$ cat src/rtl/clock_pulse_scheduler.sv
// rtl/clock_pulse_scheduler.sv - processor clock-enable scheduler: free-run, halt and counted bursts
// Optional CYCLE_COUNTER_EN adds a 64-bit count of enabled cycles; otherwise cycle_count is tied to 0.
module clock_pulse_scheduler #(
  parameter int PULSE_BITS = 32
) (
  input  logic                  clk,
  input  logic                  reset,
  input  logic                  clk_enable,
  input  logic                  write_pulse,
  input  logic [PULSE_BITS-1:0] num_pulses,
  input  logic                  cycle_count_clear,
  output logic                  proc_clk_en,
  output logic                  busy,
  output logic [PULSE_BITS-1:0] pulses_remaining,
  output logic                  burst_done,
  output logic                  pulse_rejected,
  output logic [63:0]           cycle_count
);

  typedef enum logic [1:0] {RUN, HALT, BURST} state_t;

  state_t                state, state_n;
  logic [PULSE_BITS-1:0] remaining_n;
  logic                  done_n;
  logic                  rejected_n;

  always_ff @(posedge clk) begin
    if (reset) begin
      state            <= RUN;
      pulses_remaining <= '0;
      burst_done       <= 1'b0;
      pulse_rejected   <= 1'b0;
    end else begin
      state            <= state_n;
      pulses_remaining <= remaining_n;
      burst_done       <= done_n;
      pulse_rejected   <= rejected_n;
    end
  end

  always_comb begin
    state_n     = state;
    remaining_n = pulses_remaining;
    done_n      = 1'b0;
    rejected_n  = 1'b0;
    case (state)
      RUN: begin
        rejected_n = write_pulse;
        if (!clk_enable) state_n = HALT;
      end
      HALT: begin
        // A free-run request outranks a burst request arriving in the same cycle.
        if (clk_enable) begin
          state_n    = RUN;
          rejected_n = write_pulse;
        end else if (write_pulse) begin
          if (num_pulses == '0) begin
            done_n = 1'b1;
          end else begin
            state_n     = BURST;
            remaining_n = num_pulses;
          end
        end
      end
      BURST: begin
        rejected_n = write_pulse;
        if (clk_enable) begin
          state_n     = RUN;
          remaining_n = '0;
        end else if (pulses_remaining == PULSE_BITS'(1)) begin
          state_n     = HALT;
          remaining_n = '0;
          done_n      = 1'b1;
        end else begin
          remaining_n = pulses_remaining - PULSE_BITS'(1);
        end
      end
      default: begin
        state_n     = RUN;
        remaining_n = '0;
      end
    endcase
  end

  assign proc_clk_en = (state != HALT);
  assign busy        = (state == BURST);

`ifdef CYCLE_COUNTER_EN
  logic [63:0] count_q;

  always_ff @(posedge clk) begin
    if (reset || cycle_count_clear) begin
      count_q <= '0;
    end else if (proc_clk_en) begin
      count_q <= count_q + 64'd1;
    end
  end

  assign cycle_count = count_q;
`else
  logic unused_clear;

  assign unused_clear = cycle_count_clear;
  assign cycle_count  = '0;
`endif

endmodule
$ cat config.mk
export PLATFORM = sky130hd
export DESIGN_NAME = clock_pulse_scheduler
export DESIGN_NICKNAME = d
export VERILOG_FILES = /design/src/rtl/clock_pulse_scheduler.sv
export SDC_FILE = /design/constraint.sdc
export NUM_CORES = 1
export LEC_CHECK = 0
export CORE_MARGIN = 5
export CORE_UTILIZATION = 25
export DETAILED_ROUTE_END_ITERATION = 12
export MAX_ROUTING_LAYER = met4
export PLACE_DENSITY = 0.53
export REMOVE_ABC_BUFFERS = 1
export SLEW_MARGIN = 20
export SYNTH_ARGS = -nofsm -noshare
export SYNTH_HDL_FRONTEND = slang
export SYNTH_SLANG_ARGS = --single-unit
$ cat constraint.sdc
create_clock -name clk -period 2.2 [get_ports clk]
set_input_delay 0.33 -clock clk [delete_from_list [all_inputs] [get_ports clk]]
set_output_delay 0.33 -clock clk [all_outputs]
set_load 0.005 [all_outputs]
==> results of run 1 <==
## per-stage QoR
| step | cell area [um^2] | setup slack [ns] | cells | util | setup TNS [ns] |
|---|---|---|---|---|---|
| floorplan | 2520 | -0.940 | 346 | - | -17.22 |
| global placement | 4300 | -0.479 | 670 | 0.391 | -13.03 |
| detailed placement | 4300 | -0.533 | 670 | 0.391 | -14.59 |
| CTS | 4680 | -0.237 | 681 | 0.426 | -3.70 |
| global route | 4790 | -0.310 | 681 | 0.436 | -6.84 |
| finish | 4790 | -0.272 | 681 | 0.436 | -5.11 |
## flip-flops by register name, indices dropped and copies added (netlist names)
register	cells
burst_done	1
pulse_rejected	1
pulses_remaining	32
state	2
## layout by cell type, fill, tap and decap left out, drive strengths merged, types with 7 or more instances in the layout
cell and instances:
buf 116, a32oi 7, conb 64, inv 14, nand2 21, o31ai 7, or3 11, nand3 8
or4 8, xnor2 7, a31oi 9, o21ai 19, a22oi 9, nor2 26, nor3 12, nor4 18
dfxtp 36, clkdlybuf4s50 71
## routing by layer
metal | track usage | vias to the layer above
li1 | - | 1578
met5 | - | -
met2 | 0.276 | 165
met4 | 0.0464 | 0
met1 | 0.246 | 1558
met3 | 0.0269 | 23
## power by group through the flow
| stage | Sequential, W | Clock [W] | Combinational, W |
|---|---|---|---|
| after global placement | 0.000701 | 0 | 0.00105 |
| after detailed placement | 0.000702 | 0 | 0.00106 |
| after global routing | 0.000691 | 0.000755 | 0.00134 |
| after CTS | 0.000690 | 0.000732 | 0.00120 |
| after floorplan | 0.000710 | 0 | 0.000470 |
| final | 0.000689 | 0.000725 | 0.00124 |
## final cells by class
cell class,instances,area (um^2)
multi-input combinational,296,2030
timing repair buffer,187,1660
clock buffer,5,125
inverter,14,52.6
tap,140,175
fill,1121,6190
clock inverter,3,18.8
sequential,36,727
## critical path: cells and delay by family (launching register included)
kind	cells	cell delay (ns)
and+or+nand+nor	5	1.96
DFF	1	0.31
AOI/OAI and AO/OA	1	0.14
## logic make-up (layout without fill, tap and decap cells)
family	after synthesis	after routing
mux	3	3
flops	36	36
compound gates	89	89
fa+ha+maj	6	6
other cells	1	64
xor+xnor	8	8
buf+inv	96	209
simple gates	126	126
## repair_timing
item,4_1_cts,5_1_grt
buffers inserted,4,1
pin swaps,25,9
gates resized for setup,65,20
endpoints found under the setup margin,34,34
## worst max-delay path by stage
stage | from | endpoint | slack (ns)
floorplan | state[1] | pulses_remaining[21] | -0.94
global placement | num_pulses[0] | pulses_remaining[20] | -0.48
detailed placement | num_pulses[0] | pulses_remaining[20] | -0.53
CTS | pulses_remaining[20] | state[0] | -0.24
global route | pulses_remaining[24] | state[0] | -0.31
finish | pulses_remaining[24] | state[0] | -0.27
==> results.ini, run 1 <==
[status]
status = complete, but fails checks
failed_checks = setup timing

[timing]
period_needed_ns = 2.47
final_hold_viol_count = 0
setup_viol = 34
timing.final.ws_setup_ns = -0.272
fmax_mhz = 404
holdWs_ns = 0.504
rsz0062_at_grt = true
tightestPinTransition_ns = 0.530
finalClockSkew_ns = 0.00547
slew_viol_final = 0
slew_headroom = 0.646
period_share = 1.12

[logic_synthesis]
synthAdderAreaFrac = 0.0265
yosys.area.top_type = dfxtp_1
synth_area_leaders = dfxtp_1, buf_4, nor4_1, nor2_1, o21ai_0
yosysMostFrequentCell = buf_4
synth_cells = 365
synth_top_family_by_area = simple AND/OR/NAND/NOR gates
synth-xor-area-share = 0.0247
synth_top_area_share = 0.254
synth_common_cells = buf_4, dfxtp_1, nor2_1, nand2_1, o21ai_0
yosysWarnings = 0
yosysUniqueCellTypes = 57
netlist_area_mm2 = 0.00283
async_reset_ff_frac = 0
ys.flop_type = dfxtp_1
synthMuxAreaShare = 0.0106
ys_ff_latch = 36
synth-simple-area-share = 0.246
ys_seq_area_frac = 0.254
synth-compound-area-share = 0.223
synth_edf_count = 0
synth.avg_cell_area_um2 = 7.76

[drt]
wl_um = 12100
wl_met2_um = 5630
highest_layer = met4
dr_wl_met3_um = 943
vias = 3324
drt-met1-wl_um = 5270
drtIter0Drc = 192
first_pass_iters = 5
routed_via_density = 4.88
wl_per_cell_um = 17.7
drc = 0
ant_nets = 0

[critical_path]
crit_top_cell = or4_4
crit_chain = or4_4, or3_4, nor4_4, nor2_4, or4_4, a21oi_1
r2r_start = pulses_remaining[24]
critPathRequiredTime_ns = 2.42
regToRegSetupSlack_ns = -0.27
start_kind = flip-flop
arrival_ns = 2.69
r2r_end = state[0]
crit_fanout = 4
slowest_stage = or4_4
reg2reg_depth = 6
crit_type = reg2reg
end_kind = flip-flop
critPathMaxStageDelay_ns = 0.54

[job]
cap_violations = 0

[power]
p_int_w = 0.00172
p_leak_nw = 2.09
vdd_ir_drop_max_mv = 0.382
power.total_w = 0.00265
power_frac_comb = 0.467
p_clk_frac = 0.274
p_sw_w = 0.000933
p_seq_frac = 0.260
p_sw_frac = 0.352
p_per_area_mw_per_mm2 = 553

[global_routing]
grt_pass1_vias = 3375
track_usage = 0.179
grt-ovfl-total = 0
grt_pass1_wl_um = 18200
antenna_found_initial = 0
grt_max_degree = 22

[floorplanning]
die_h_um = 116
io_pins = 137
core_area_mm2 = 0.0110
die-area_mm2 = 0.0136
initial_core_util = 0.258
die_x_um = 116
rows = 38

[placement]
place.gp.congestion = 0.898
dpl.hpwl_um = 9460
io_buffers = 71

[final_layout]
antenna_cells = 0
nets = 583
syn_to_final_growth_pct = 69.1
final_layout_size_suffix_gt1_frac = 0.331

[clocking]
cts_inserted_buffers = 5
htreeDepth = 2
cts_tree = yes
cts_hold_buf = 0
clockBufferDepth = 2
cts_root_buf = clkbuf_16
cts.clk_slew.worst_paths_ns = 0.06
cts_sinks = 36
clk_latency_ns = 0.29

[min_path]
worstHoldPathType = reg2reg
whs_path_depth = 2
hp-start = pulses_remaining[29]
worstHoldEndpoint = pulses_remaining[29]

Power figures use the tool's default switching activity.
==> run 2, diff against run 1 <==
--- a/config.mk
+++ b/config.mk
@@ -8,6 +8,7 @@
 export CORE_MARGIN = 5
 export CORE_UTILIZATION = 25
 export DETAILED_ROUTE_END_ITERATION = 12
+export GPL_TIMING_DRIVEN = 1
 export MAX_ROUTING_LAYER = met4
 export PLACE_DENSITY = 0.53
 export REMOVE_ABC_BUFFERS = 1
==> results of run 2 <==
Same layout as run 1: the final DEF is identical, and so are final timing and power.
